==> src/rtl/slice_seq.sv <==
// Micro-sequencer for the bit-slice datapath: fetch, operand, indirect
// and execute phases with a request/acknowledge memory handshake.
module slice_seq (
    input  logic       clk,
    input  logic       rst,
    input  logic       sw_run,
    input  logic [7:0] ir_in,
    input  logic       mem_ack,
    input  logic       a_zero,
    output logic       mem_req,
    output logic       mem_we,
    output logic       rdp,
    output logic       incp_clk,
    output logic       wrx,
    output logic       rdx,
    output logic       wra,
    output logic       rda,
    output logic       wrs,
    output logic       nwrp,
    output logic [1:0] xin_sel,
    output logic [1:0] alu_op,
    output logic       halted,
    output logic [2:0] state
);

    typedef enum logic [2:0] {
        S_IDLE  = 3'd0,
        S_FETCH = 3'd1,
        S_OPND  = 3'd2,
        S_INDIR = 3'd3,
        S_EXEC  = 3'd4,
        S_HALT  = 3'd5
    } state_t;

    state_t     state_q, state_d;
    logic [3:0] ir_q, ir_d;
    logic       done;
    logic       unused_ir;

    // only opcode and deref are kept; the low nibble is operand data
    assign unused_ir = ^ir_in[3:0];

    always_comb begin
        state_d  = state_q;
        ir_d     = ir_q;
        done     = 1'b0;
        mem_req  = 1'b0;
        mem_we   = 1'b0;
        rdp      = 1'b0;
        incp_clk = 1'b0;
        wrx      = 1'b0;
        rdx      = 1'b0;
        wra      = 1'b0;
        rda      = 1'b0;
        wrs      = 1'b0;
        nwrp     = 1'b1;
        xin_sel  = 2'd0;
        alu_op   = 2'd0;
        case (state_q)
            S_IDLE: begin
                if (sw_run) state_d = S_FETCH;
            end
            S_FETCH: begin
                rdp     = 1'b1;
                mem_req = 1'b1;
                if (mem_ack) begin
                    ir_d     = ir_in[7:4];
                    incp_clk = 1'b1;
                    state_d  = S_OPND;
                end
            end
            S_OPND: begin
                rdp     = 1'b1;
                mem_req = 1'b1;
                if (mem_ack) begin
                    wrx      = 1'b1;
                    xin_sel  = 2'd3;
                    incp_clk = 1'b1;
                    state_d  = ir_q[0] ? S_INDIR : S_EXEC;
                end
            end
            S_INDIR: begin
                rdx     = 1'b1;
                mem_req = 1'b1;
                if (mem_ack) begin
                    wrx     = 1'b1;
                    xin_sel = 2'd3;
                    state_d = S_EXEC;
                end
            end
            S_EXEC: begin
                case (ir_q[3:1])
                    3'b000: begin
                        rdx     = 1'b1;
                        mem_req = 1'b1;
                        wra     = mem_ack;
                        done    = mem_ack;
                    end
                    3'b001: begin
                        rdx     = 1'b1;
                        rda     = 1'b1;
                        mem_req = 1'b1;
                        mem_we  = 1'b1;
                        done    = mem_ack;
                    end
                    3'b010, 3'b011: begin
                        rdx     = 1'b1;
                        mem_req = 1'b1;
                        if (mem_ack) begin
                            wra    = 1'b1;
                            wrs    = 1'b1;
                            alu_op = ir_q[1] ? 2'd2 : 2'd1;
                            done   = 1'b1;
                        end
                    end
                    3'b100: begin
                        rdx  = 1'b1;
                        nwrp = 1'b0;
                        done = 1'b1;
                    end
                    3'b101: begin
                        rdx  = a_zero;
                        nwrp = ~a_zero;
                        done = 1'b1;
                    end
                    3'b110: begin
                        wra    = 1'b1;
                        alu_op = 2'd3;
                        done   = 1'b1;
                    end
                    default: state_d = S_HALT;
                endcase
                if (done) state_d = sw_run ? S_FETCH : S_IDLE;
            end
            S_HALT: state_d = S_HALT;
            default: state_d = S_IDLE;
        endcase
        // a late ack during reset must not fire any strobe
        if (rst) begin
            mem_req  = 1'b0;
            mem_we   = 1'b0;
            rdp      = 1'b0;
            incp_clk = 1'b0;
            wrx      = 1'b0;
            rdx      = 1'b0;
            wra      = 1'b0;
            rda      = 1'b0;
            wrs      = 1'b0;
            nwrp     = 1'b1;
            xin_sel  = 2'd0;
            alu_op   = 2'd0;
        end
    end

    always_ff @(posedge clk) begin
        if (rst) begin
            state_q <= S_IDLE;
            ir_q    <= 4'd0;
        end else begin
            state_q <= state_d;
            ir_q    <= ir_d;
        end
    end

    assign halted = (state_q == S_HALT);
    assign state  = state_q;

endmodule
==> config.mk <==
export PLATFORM = sky130hd
export DESIGN_NAME = slice_seq
export DESIGN_NICKNAME = d
export VERILOG_FILES = /design/src/rtl/slice_seq.sv
export SDC_FILE = /design/constraint.sdc
export NUM_CORES = 1
export LEC_CHECK = 0
export CAP_MARGIN = 20
export CELL_PAD_IN_SITES_DETAIL_PLACEMENT = 1
export CELL_PAD_IN_SITES_GLOBAL_PLACEMENT = 1
export CORE_ASPECT_RATIO = 0.75
export CORE_MARGIN = 1
export CORE_UTILIZATION = 29
export CTS_CLUSTER_SIZE = 25
export DETAILED_ROUTE_END_ITERATION = 10
export PLACE_DENSITY = 0.84
export SETUP_SLACK_MARGIN = 0.1
export SLEW_MARGIN = 20
export SYNTH_ARGS = -nofsm -noshare
export SYNTH_HDL_FRONTEND = slang
export SYNTH_SLANG_ARGS = --single-unit
==> constraint.sdc <==
create_clock -name clk -period 2.44 [get_ports clk]
set_input_delay 0.244 -clock clk [delete_from_list [all_inputs] [get_ports clk]]
set_output_delay 0.244 -clock clk [all_outputs]
set_load 0.05 [all_outputs]
**Yosys cells after proc, flatten, opt, wreduce, memory -nomap -nowiden**

Cells that the tools add are included.

- Register bits: 7
- Input bits: 13
- Output and inout port bits: 18
- Logic and storage cells: 76

- Equal/unequal tests: 16
- Mux-type cells: 44
- Bitwise logic cells: 1
- Reductions and logical operators: 13

Operators with widths:

| cell | number |
|---|---|
| 1-bit two-way mux | 22 |
| 3-bit two-way mux | 7 |
| 3-bit case mux with 6 select lines | 1 |
| 3-bit equality test, second input constant | 5 |
| 2-bit two-way mux | 7 |
| 3-bit by 2-bit equality test with 1-bit output, second input constant | 4 |
| 2-bit inequality test, second input constant | 4 |
| 1-bit case mux with 2 select lines | 4 |
| 2-bit OR reduction | 4 |
| 7-bit OR reduction | 1 |
| 3-bit by 1-bit equality test with 1-bit output, second input constant | 2 |
| 3-bit zero test | 2 |
| 1-bit case mux with 3 select lines | 2 |
| 3-bit OR reduction | 2 |
| 5-bit AND reduction | 1 |
| 5-bit OR reduction | 1 |
| 2-bit case mux with 2 select lines | 1 |
| 4-bit OR reduction | 1 |
| 3-bit inequality test, second input constant | 1 |
| 2-bit AND reduction | 1 |
| 1-bit inverter | 1 |

**Depth between registers and ports, before layout**

Gate-level depths: netlist of run 1.

- Depth after elaboration: 6
- Depth in mapped cells: 5
- Mapped depth without buffers: 4

**Least setup slack after synthesis of run 1**

No wires, ideal clock.

- Path kind: register -> output
- Start point: register state_q[2], in the netlist state[2]
- End point: output port rda
- Arrival time: 3.093 ns
- Required time: 2.196 ns
- Setup slack: -0.897 ns
- Stages on the path, launching flop included: 5
- Path buffers: 2
- Cell sequence: dfxtp_1 -> clkbuf_8 -> nand2_1 -> nor4_1 -> buf_4

- Longest elaborated chain between the ends: 3

Ends and longest elaborated chain:

| element | RTL line | source |
|---|---|---|
| start, declared | 35 | `state_t state_q, state_d;` |
| start signal, assigned | 160 | `state_q <= state_d;` |
| 3-bit equality test | -- |  |
| 1-bit two-way mux (2 in series) | -- |  |
| end, declared | 17 | `output logic rda,` |

No other way between the ends.

**Final worst setup path of run 1**

- Start point: register state_q[0], in the netlist state[0]
- End point: output port halted

- Longest elaborated chain between the ends: 1

Ends and longest elaborated chain:

| element | RTL line | source |
|---|---|---|
| 3-bit equality test | 165 | `assign halted = (state_q == S_HALT);` |
| end, declared | 22 | `output logic halted,` |

No other way between the ends.

==> results of run 1 <==
==> critical path, stage by stage, from the launching register on <==
cell and delay [ps]:
sky130_fd_sc_hd__dfxtp_1 580, sky130_fd_sc_hd__and3b_2 250, sky130_fd_sc_hd__clkdlybuf4s50_1 790
==> synth_stat cells, drive strengths merged <==
master | count | area, sq um
mux2i | 4 | 40.0
a222oi | 1 | 10.0
xnor2 | 1 | 8.76
a21oi | 6 | 30.0
inv | 4 | 15.0
nor4 | 3 | 18.8
clkbuf | 4 | 36.3
nand2 | 5 | 18.8
or2 | 1 | 6.26
nand3 | 2 | 10.0
nand3b | 3 | 22.5
buf | 5 | 45.0
nor2b | 1 | 6.26
mux2 | 1 | 11.3
nand2b | 2 | 20.0
a2bb2oi | 1 | 8.76
and2 | 1 | 7.51
clkdlybuf4s18 | 1 | 10.0
or3b | 1 | 8.76
a211oi | 1 | 7.51
a311o | 2 | 22.5
dfxtp | 7 | 140
o21a | 1 | 7.51
o21ai | 2 | 10.0
nor3 | 8 | 51.3
nor2 | 10 | 37.5
and3b | 1 | 10.0
==> final timing paths <==
path | cells past startpoint | to | startpoint
setup / recovery | 2 | halted | state[0]$_SDFFE_PP0P_
hold / removal | 2 | ir_q[0]$_SDFFE_PP0P_ | ir_q[0]$_SDFFE_PP0P_
hold reg to reg | 2 | ir_q[0]$_SDFFE_PP0P_ | ir_q[0]$_SDFFE_PP0P_
setup reg to reg | 3 | state[2]$_SDFFE_PP0P_ | state[0]$_SDFFE_PP0P_
==> kinds of logic after synthesis <==
family | count (synthesis) | synth area share [%]
AND/OR/NAND/NOR | 38 | 35.1
AO/OA/AOI/OAI | 14 | 15.5
buffers and inverters | 14 | 17.1
flip-flops | 7 | 22.6
multiplexers | 5 | 8.27
XOR/XNOR | 1 | 1.41
==> layer usage <==
layer	global-route usage, %	part of all wire, %	vias to the layer above
met5	0	0	-
met4	6.00	0.63	0
met3	3.70	5.5	2
met2	23.4	44	25
met1	20.2	50	303
li1	-	-	320
==> sequential cells by signal, indices dropped and copies added, names as in the netlist <==
register / count
ir_q: 4
state: 3
==> per-stage QoR <==
step	TNS, ps	util, %	total power, W
6_report	0	46.5	0.000404
5_1_grt	0	46.5	0.000428
4_1_cts	0	46.4	0.000407
3_5_place_dp	0	45.1	0.000294
3_3_place_gp	0	45.1	0.000290
2_1_floorplan	-546	-	0.000254
==> layout make-up <==
cell class / instances / area share, %
timing repair buffer: 28 / 35.0
multi-input combinational: 58 / 42.2
inverter: 4 / 1.60
tap: 24 / 3.21
sequential: 7 / 15.1
clock buffer: 4 / 2.81
==> timing repair <==
item | CTS | global route
setup endpoints to repair | 0 | 1
resized for setup | 0 | 1
buffers inserted | 0 | 0
==> report_power, final <==
group	switching, W	internal [W]	leakage [nW]
Clock	0.0000498	0.0000629	0.0150
Combinational	0.0000820	0.0000646	0.265
Sequential	0.0000220	0.000122	0.0576
==> results summary, run 1 <==
The run finished with clean final reports. The final count of hold timing violations is 0. The CTS tree is yes. The clock drives 7 sinks. The worst path required time came out at 2200 ps. The die is 55.4 um wide.

The number of DRC markers after the initial detailed-route iteration is 22. The worst setup path is captured at an output pin. The mean cell area of the mapped netlist came out at 7.86 sq um. The clock-pin slew on the worst setup and hold paths came out at 60 ps. The worst relative slew slack is 63.9%. The area inside the core boundary came out at 0.00201 sq mm. The data arrival time of the critical path came out at 1880 ps. Buffers inserted to repair hold after CTS numbered 0. The count of pins over their slew limit is 0. The top fanout value on the critical path is 11. The floorplan die area came out at 0.00233 sq mm.

The final wirelength is 1590 um. The worst-case hold slack came out at 544 ps. The worst-margin pin slew is 537 ps. The start-to-end type of the worst setup path is flip-flop to output pin. The initial antenna violation count is 0.

The post-placement cell count is 121. The quantity of I/O buffers inserted on ports came out at 26. The latest clock arrival within the worst-skew pair is 260 ps. The cell area that synthesis handed to floorplanning was 621 sq um.

The number of iterations in the first detailed-routing pass is 4. Summing all multi-input logic gate instances after layout gives 395 sq um. The non-filler instance count after layout is 125. The path class of the tightest hold or removal check is flip-flop to flip-flop. Global routing used 15.1% of the available tracks across all layers. The starting density of the core came out at 30.8%. Setup repair after global routing left no endpoint under its margin. The final HPWL from detailed placement came out at 1230 um. The wire length of the first global-routing pass is 2800 um. Once detail routing completed, the nets flagged for antenna violations numbered 0. The worst IR drop on VDD is 0.243 mV. The worst-case setup margin in the final layout came out at 318 ps. Sequential cells were found to cover 22.6% of the synthesized design area. The fmax is 0.471 GHz.

The maximum number of pins on one net before global-route repair is 17. The total power density per cell area is 431 mW/mm^2. The fraction of final layout cells sized beyond drive strength 1 is 32.7%. The area growth from synthesis to layout is 50.8%. In the routed layout, each cell is associated on average with a via count of 5.20. The count of maximum capacitance violations came out at 0.

The floorplan has 14 rows. The detailed router placed 650 vias in this run. The instance area after placement came out at 908 sq um. The number of standard cells after synthesis is 79. The slack of the worst reg-to-reg path is 960 ps. The count of synthesis-stage warnings from yosys came out at 0. The post-route DRC violation count is 0.

0 antenna diodes ended up in the layout. The number of nets in the synthesized netlist is 92. The final net count came out at 115. The final cycle utilization of the critical path is 87.0%. The number of synthesized register bits is 7. The count of pins on the block boundary came out at 31.

The total grt overflow came out at 0. The count of unique library cells instantiated by Yosys came out at 32. The worst setup slack before clock tree synthesis came out at 473 ps.

The filler cell count is 242. The total leakage power is 0.337 nW. The global placer's final weighted congestion came out at 0.765. The total number of H-tree levels came out at 1. The longest clock path from root to sink contains 2 buffers.

The area of all sequential standard cells came out at 141 sq um. The worst setup path is launched from a flip-flop. The most common cell after layout, fill and taps aside is sky130_fd_sc_hd__clkdlybuf4s50_1. The number of global-route vias before repair is 607.

Setup violations remaining at the end of the flow were counted as 0. The library cells used most frequently in the layout, excluding fill and tap cells, are sky130_fd_sc_hd__clkdlybuf4s50_1, sky130_fd_sc_hd__nor2_1, sky130_fd_sc_hd__buf_4. The tree is rooted in a sky130_fd_sc_hd__clkbuf_4.

The number of buffers added by the clock tree synthesis step is 3. The worst clock skew on the final layout came out at 0.961 ps. The height of the die is 42.1 um. The worst path needs 2120 ps of the cycle, external delays included.

The finished cells cover 936 sq um. In the final routed layout, each cell accounts on average for 12.7 um.
Note: power is estimated with default switching activity, not from simulation.
==> run 2: changes to the inputs <==
--- a/config.mk
+++ b/config.mk
@@ -7,10 +7,10 @@
 export LEC_CHECK = 0
 export CAP_MARGIN = 20
 export CELL_PAD_IN_SITES_DETAIL_PLACEMENT = 1
-export CELL_PAD_IN_SITES_GLOBAL_PLACEMENT = 1
+export CELL_PAD_IN_SITES_GLOBAL_PLACEMENT = 2
 export CORE_ASPECT_RATIO = 0.75
 export CORE_MARGIN = 1
-export CORE_UTILIZATION = 29
+export CORE_UTILIZATION = 22
 export CTS_CLUSTER_SIZE = 25
 export DETAILED_ROUTE_END_ITERATION = 10
 export PLACE_DENSITY = 0.84
==> results summary, run 2 (synthesis results as in run 1) <==
The run finished with clean final reports. The data arrival time of the critical path is 1830 ps (-50 ps). The latest clock arrival within the worst-skew pair came out at 230 ps (-30 ps). The wire length per cell after detailed routing came out at 12.2 um (-3.9%). The floorplan die area is 0.00304 sq mm (+30%). The number of global-route vias before repair was 560 (-7.7%). Setup repair after global routing left no endpoint under its margin. The cell row count came out at 16 (+2).

The largest incremental delay on the critical path was 790 ps (about the same). The number of buffers added by the clock tree synthesis step came out at 3 (unchanged). The signal on the critical path passes through and3b_2 > clkdlybuf4s50_1. The post-route DRC violation count came out at 0 (unchanged). The CTS tree is yes. The slowest cell on the critical path is sky130_fd_sc_hd__clkdlybuf4s50_1.

The clock net sink count is 7 (unchanged). The fmax is 0.482 GHz (+2.4%). The height of the die is 48.0 um (+14%). The overall power came out at 0.000461 W (+14%).

The fraction of final layout cells sized beyond drive strength 1 is 32.4% (-0.32 points). The count of maximum capacitance violations was 0 (unchanged). The count of buffering cells on the critical path with inverters included was 1 (unchanged). The number of antenna repair diodes is 0 (unchanged). The number of vias in the routed layout is 631 (-2.9%). The slack of the worst reg-to-reg path is 960 ps (about the same). The logic depth of the worst register-to-register path is 5 (+2).

The quantity of I/O buffers inserted on ports came out at 26 (unchanged). The worst clock skew on the final layout is 0.609 ps (-0.352 ps). The total number of H-tree levels was 1 (unchanged). The setup path with the least slack is of type flip-flop to output pin. The final count of hold timing violations came out at 0 (unchanged).

The worst hold path belongs to the class flip-flop to flip-flop. The die width came to 63.3 um (+14%). The worst register-to-register path ends at state[0]$_SDFFE_PP0P_. STA classifies the critical path startpoint as a flip-flop. The global placer's final weighted congestion is 0.773 (+1.1%).

The via density per instance is 4.57 (-12%). The most common cell after layout, fill and taps aside is sky130_fd_sc_hd__clkdlybuf4s50_1. The number of DRC markers after the initial detailed-route iteration came out at 21 (-4.5%). The count of pins on the block boundary was 31 (unchanged). The area inside the core boundary was 0.00264 sq mm (+31%).

The starting density of the core is 23.5% (-7.3 points). From synthesis to final layout, the design area changed by 63.3%. The total setup violations reported at the end of the flow is 0 (unchanged). The worst-margin pin slew came to 544 ps (+6.46 ps).

The top fanout value on the critical path came out at 11 (unchanged). The total leakage power is 0.358 nW (+6.2%). The launch instance of the worst min-delay path is ir_q[0]$_SDFFE_PP0P_. The total of hold buffers inserted after clock tree synthesis is 0 (unchanged). The final net count is 116 (+0.87%).

The number of nets with antenna violations after detailed routing is 0 (unchanged). Tracing the worst setup path back leads to its startpoint at state[0]$_SDFFE_PP0P_. The worst hold path endpoint is ir_q[0]$_SDFFE_PP0P_. The register with the most flip-flops in the final layout is ir_q.

The startpoint identified for the worst register-to-register timing path is state[2]$_SDFFE_PP0P_. The buffers inserted during post-CTS setup optimization came out at 0 (unchanged). The kind of end point of the critical path is an output pin.

The tree is rooted in a sky130_fd_sc_hd__clkbuf_8. The minimum clock period after layout came out at 2070 ps (-48.8 ps). The maximum count of clock buffers along a single path came out at 2 (unchanged). The final wirelength came to 1680 um (+6.1%). The worst IR drop on VDD is 0.204 mV (-16%). The accumulated negative setup slack came out at 0 ps (unchanged). The initial antenna violation count is 0 (unchanged). The flip-flop count of the largest register, all copies and words added came to 4 (unchanged). The final HPWL from detailed placement came out at 1320 um (+7.2%). The final cycle utilization of the critical path came out at 85.0% (-2.0 points). The library cells used most frequently in the layout, excluding fill and tap cells, are sky130_fd_sc_hd__clkdlybuf4s50_1, sky130_fd_sc_hd__nor2_1, sky130_fd_sc_hd__buf_12. The final standard cell utilization of the core is 38.4% (-8.1 points).

The number of iterations in the first detailed-routing pass came to 4 (unchanged). The post-cts sizing count is 0 (unchanged). The overall routing resource usage came out at 12.0% (-3.1 points).

The worst path required time is 2200 ps (about the same). The maximum number of pins on one net before global-route repair is 15 (-2). The count of pins over their slew limit came out at 0 (unchanged). In this design, the largest share of critical-path delay is due to buffers and inverters. The wire length of the first global-routing pass came out at 2750 um (-2.0%). The total grt overflow is 0 (unchanged). The total power density per cell area was 455 mW/mm^2 (+5.5%). The worst relative slew slack is 63.5% (-0.43 points). The instance count along the most critical hold path is 2 (unchanged). The clock-pin slew on the worst setup and hold paths came out at 40 ps (-20 ps).
-- run 2: per-stage QoR --
step	instances	setup WS, ps	hold slack, ps	cell area [sq um]
floorplan	79	-244	321	642
global placement	134	520	530	968
detailed placement	134	493	550	968
CTS	138	359	559	1010
global route	138	283	577	1010
finish	138	367	556	1010
-- run 2: worst max path at each step --
| stage | to | cells past startpoint | slack, ps |
|---|---|---|---|
| 2_1_floorplan | rda | 4 | -240 |
| 3_3_place_gp | incp_clk | 4 | 520 |
| 3_5_place_dp | mem_we | 3 | 490 |
| 4_1_cts | halted | 2 | 360 |
| 5_1_grt | halted | 2 | 280 |
| 6_report | halted | 2 | 370 |
-- run 2: power by group --
group	internal (W)	leakage (nW)	switching (W)	total, W
combinational	0.0000678	0.278	0.0000845	0.000152
clock	0.000113	0.0228	0.0000520	0.000165
sequential	0.000123	0.0571	0.0000209	0.000144
-- run 2: cell type report --
cell class	count	area (sq um)
clock buffers	4	45.0
fillers	319	1630
inverters	4	15.0
multi-input cells	58	395
flip-flops and latches	7	140
well taps	36	45.0
repair buffers	29	373
-- run 2: worst min-delay path, delay by kind of cell, from the launching register on --
| family | cells | cell delay [ps] |
|---|---|---|
| multiplexers | 1 | 130 |
| flip-flops | 1 | 320 |
| AND/OR/NAND/NOR | 1 | 60 |
-- run 2: metal layers --
metal  GRT usage (%)  vias up  share of wire (%)
li1                -      322                  -
met1            15.7      286                 49
met2            18.5       21                 45
met3            3.10        2                5.3
met4            6.36        0               0.95
met5               0        -                  0
==> run 3: changes to the inputs <==
--- a/config.mk
+++ b/config.mk
@@ -10,10 +10,10 @@
 export CELL_PAD_IN_SITES_GLOBAL_PLACEMENT = 2
 export CORE_ASPECT_RATIO = 0.75
 export CORE_MARGIN = 1
-export CORE_UTILIZATION = 22
+export CORE_UTILIZATION = 20
 export CTS_CLUSTER_SIZE = 25
 export DETAILED_ROUTE_END_ITERATION = 10
-export PLACE_DENSITY = 0.84
+export PLACE_DENSITY = 0.77
 export SETUP_SLACK_MARGIN = 0.1
 export SLEW_MARGIN = 20
 export SYNTH_ARGS = -nofsm -noshare
==> constraint.sdc (replaced) <==
create_clock -name clk -period 2.05 [get_ports clk]
set_input_delay 0.205 -clock clk [delete_from_list [all_inputs] [get_ports clk]]
set_output_delay 0.205 -clock clk [all_outputs]
set_load 0.05 [all_outputs]
==> results summary, run 3 (synthesis results as in run 1) <==
The flow ran to the end, and the final reports show no timing, DRC or antenna violations. The worst-case setup margin in the final layout was 253 ps (-114 ps). The total power density per cell area was 505 mW/mm^2 (+11%). The minimum clock period after layout came out at 1800 ps. The net switching power of the design is 0.000191 W (+22%).

The data arrival time of the critical path is 1590 ps (-240 ps). The fraction of final layout cells sized beyond drive strength 1 came out at 42.7% (+10 points). The slowest stage of the critical path belongs to the cell sky130_fd_sc_hd__dfxtp_2. The final HPWL from detailed placement was 1400 um (+6.5%). The switching part of the total power is 33.6% (-0.49 points). The critical path is of the flip-flop to output pin type. The kind of cell with the highest combined delay on the critical path is simple AND/OR/NAND/NOR gates. The total grt overflow came out at 0 (unchanged). The total leakage power came to 0.384 nW (+7.4%).

The starting density of the core came out at 21.0% (-2.5 points). The wire length the detailed router placed on met1 came out at 886 um (+7.3%). The kind of start point of the critical path is a flip-flop.

The count of pins over their slew limit came out at 0 (unchanged). The number of buffers added by the clock tree synthesis step is 3 (unchanged). The count of pins on the block boundary came out at 31 (unchanged). The accumulated negative setup slack was 0 ps (unchanged). The sequential share of power is 30.2% (-1.0 points). The signal on the critical path passes through nor2_2 > and2_2 > nand3b_1 > nor3_4 > buf_12.

The clock-pin slew on the worst setup and hold paths came out at 40 ps (about the same). The worst clock skew on the final layout came to 1.40 ps (+0.793 ps). The worst min-delay path class is flip-flop to flip-flop. The worst setup slack before clock tree synthesis is 249 ps (-244 ps). The flip-flop count of the largest register, all copies and words added was 4 (unchanged). Setup repair after global routing left no endpoint under its margin. The maximum number of pins on one net before global-route repair came out at 17 (+2). The post-route DRC violation count is 0 (unchanged).

The via density per instance came out at 4.45 (-2.6%). The height of the die came out at 50.2 um (+4.7%). The wire length per cell after detailed routing was 12.4 um (+1.7%).

The largest incremental delay on the critical path is 380 ps (-410 ps). The post-placement cell count is 137 (+2.2%). The final net count came out at 117 (+0.86%). The library cell used most frequently in the layout, excluding fill and tap cells, is sky130_fd_sc_hd__buf_12. The maximum count of clock buffers along a single path came out at 2 (unchanged). The final count of hold timing violations was 0 (unchanged). The quantity of I/O buffers inserted on ports is 26 (unchanged). The overall routing resource usage came to 11.1% (-0.85 points). Leaving out fill and tap cells, the most frequent cells in the layout are sky130_fd_sc_hd__buf_12, sky130_fd_sc_hd__clkdlybuf4s50_1, sky130_fd_sc_hd__nor2_1. The total setup violations reported at the end of the flow came out at 0 (unchanged). The final cycle utilization of the critical path is 87.7%. The number of antenna repair diodes came to 0 (unchanged). The cell at the root of the clock tree is sky130_fd_sc_hd__clkbuf_8. The number of global-route vias before repair came to 598 (+6.8%). The kind of end point of the critical path is an output pin.

The overall power came out at 0.000569 W (+23%). The cell-internal power is 0.000377 W (+24%). The combinational share of power is 36.8% (+3.8 points).

The number of vias in the routed layout is 628 (-0.48%). The clock net sink count is 7 (unchanged). The post-cts sizing count is 1 (+1).

The initial antenna violation count was 0 (unchanged). The met2 layer wire length in the routed design came out at 781 um (+4.1%). The clock share of power is 33.0% (-2.8 points). The worst path required time is 1850 ps (-350 ps). The latest clock arrival within the worst-skew pair was 220 ps (about the same). The total of hold buffers inserted after clock tree synthesis came out at 0 (unchanged).

The worst IR drop on VDD is 0.295 mV (+44%). The top fanout value on the critical path is 11 (unchanged). The CTS tree is yes.

The total number of H-tree levels came out at 1 (unchanged). The count of maximum capacitance violations is 0 (unchanged). The area inside the core boundary is 0.00296 sq mm (+12%). The global placer's final weighted congestion came to 0.699 (-9.6%). The top register by number of flip-flops is ir_q. The worst-margin pin slew came to 504 ps (-39.6 ps).

The layout overhead on the synthesized area is 81.5%. The non-filler instance count after layout is 141 (+2.2%). The met3 wirelength from detailed routing came to 80 um (-10%). The fmax is 0.556 GHz. The number of nets with antenna violations after detailed routing is 0 (unchanged). The cell row count is 17 (+1).

The die width is 66.3 um (+4.7%). The count of buffering cells on the critical path with inverters included was 1 (unchanged). The final standard cell utilization of the core came to 38.1% (-0.27 points). The number of iterations in the first detailed-routing pass is 4 (unchanged). Routed signal wires occupy layers up through met3.

The worst relative slew slack is 66.3% (+2.8 points). The number of DRC markers after the initial detailed-route iteration came out at 21 (unchanged). The final wirelength came out at 1750 um (+3.9%).

The floorplan die area came to 0.00333 sq mm (+9.6%). The wire length of the first global-routing pass came out at 2860 um (+4.3%). The buffers inserted during post-CTS setup optimization is 0 (unchanged).
run 3: cell count changes in the layout (fill, tap and decap cells not counted), moves of 2 or more:
cell,previous run,this run
sky130_fd_sc_hd__nor2_1,10,8
sky130_fd_sc_hd__buf_12,10,14
sky130_fd_sc_hd__nor3_4,1,3
sky130_fd_sc_hd__dfxtp_1,7,5
sky130_fd_sc_hd__a21oi_1,6,4
sky130_fd_sc_hd__nor2_2,0,2
sky130_fd_sc_hd__buf_4,7,5
sky130_fd_sc_hd__a21oi_2,0,2
run 3: final timing paths:
kind                         start                    end  slack [ps]  cells past startpoint
max          state[0]$_SDFFE_PP0P_              alu_op[0]         250                      5
min           ir_q[0]$_SDFFE_PP0P_   ir_q[0]$_SDFFE_PP0P_         550                      2
max reg2reg  state[1]$_SDFFE_PP0P_  state[0]$_SDFFE_PP0P_         570                      5
min reg2reg   ir_q[0]$_SDFFE_PP0P_   ir_q[0]$_SDFFE_PP0P_         550                      2
run 3: stage by stage:
step / cell area (sq um) / hold WS [ps]
2_1_floorplan: 691 / 282
3_3_place_gp: 1070 / 530
3_5_place_dp: 1070 / 545
4_1_cts: 1120 / 550
5_1_grt: 1130 / 556
6_report: 1130 / 546
run 3: tightest hold or removal path, stage by stage (launching register included):
cell	delay, ps
sky130_fd_sc_hd__dfxtp_1	320
sky130_fd_sc_hd__mux2i_1	120
sky130_fd_sc_hd__nor2_1	50
run 3: layout make-up:
cell class,count,area (sq um)
inverter,4,15.0
multi-input combinational,58,445
fill,339,1830
timing repair buffer,30,428
sequential,7,145
tap,38,47.5
clock buffer,4,45.0
run 3: metal layers:
metal	vias to the layer above	GRT usage [%]
met2	18	17.0
met3	0	0.909
met5	-	0
li1	324	-
met4	0	3.19
met1	286	16.5
run 3: power by group through the flow:
stage	Combinational, W	Clock (W)	Sequential (W)
after floorplan	0.000139	0	0.000172
after global placement	0.000207	0	0.000173
after detailed placement	0.000211	0	0.000174
after CTS	0.000212	0.000192	0.000172
after global routing	0.000224	0.000200	0.000174
final	0.000209	0.000187	0.000172
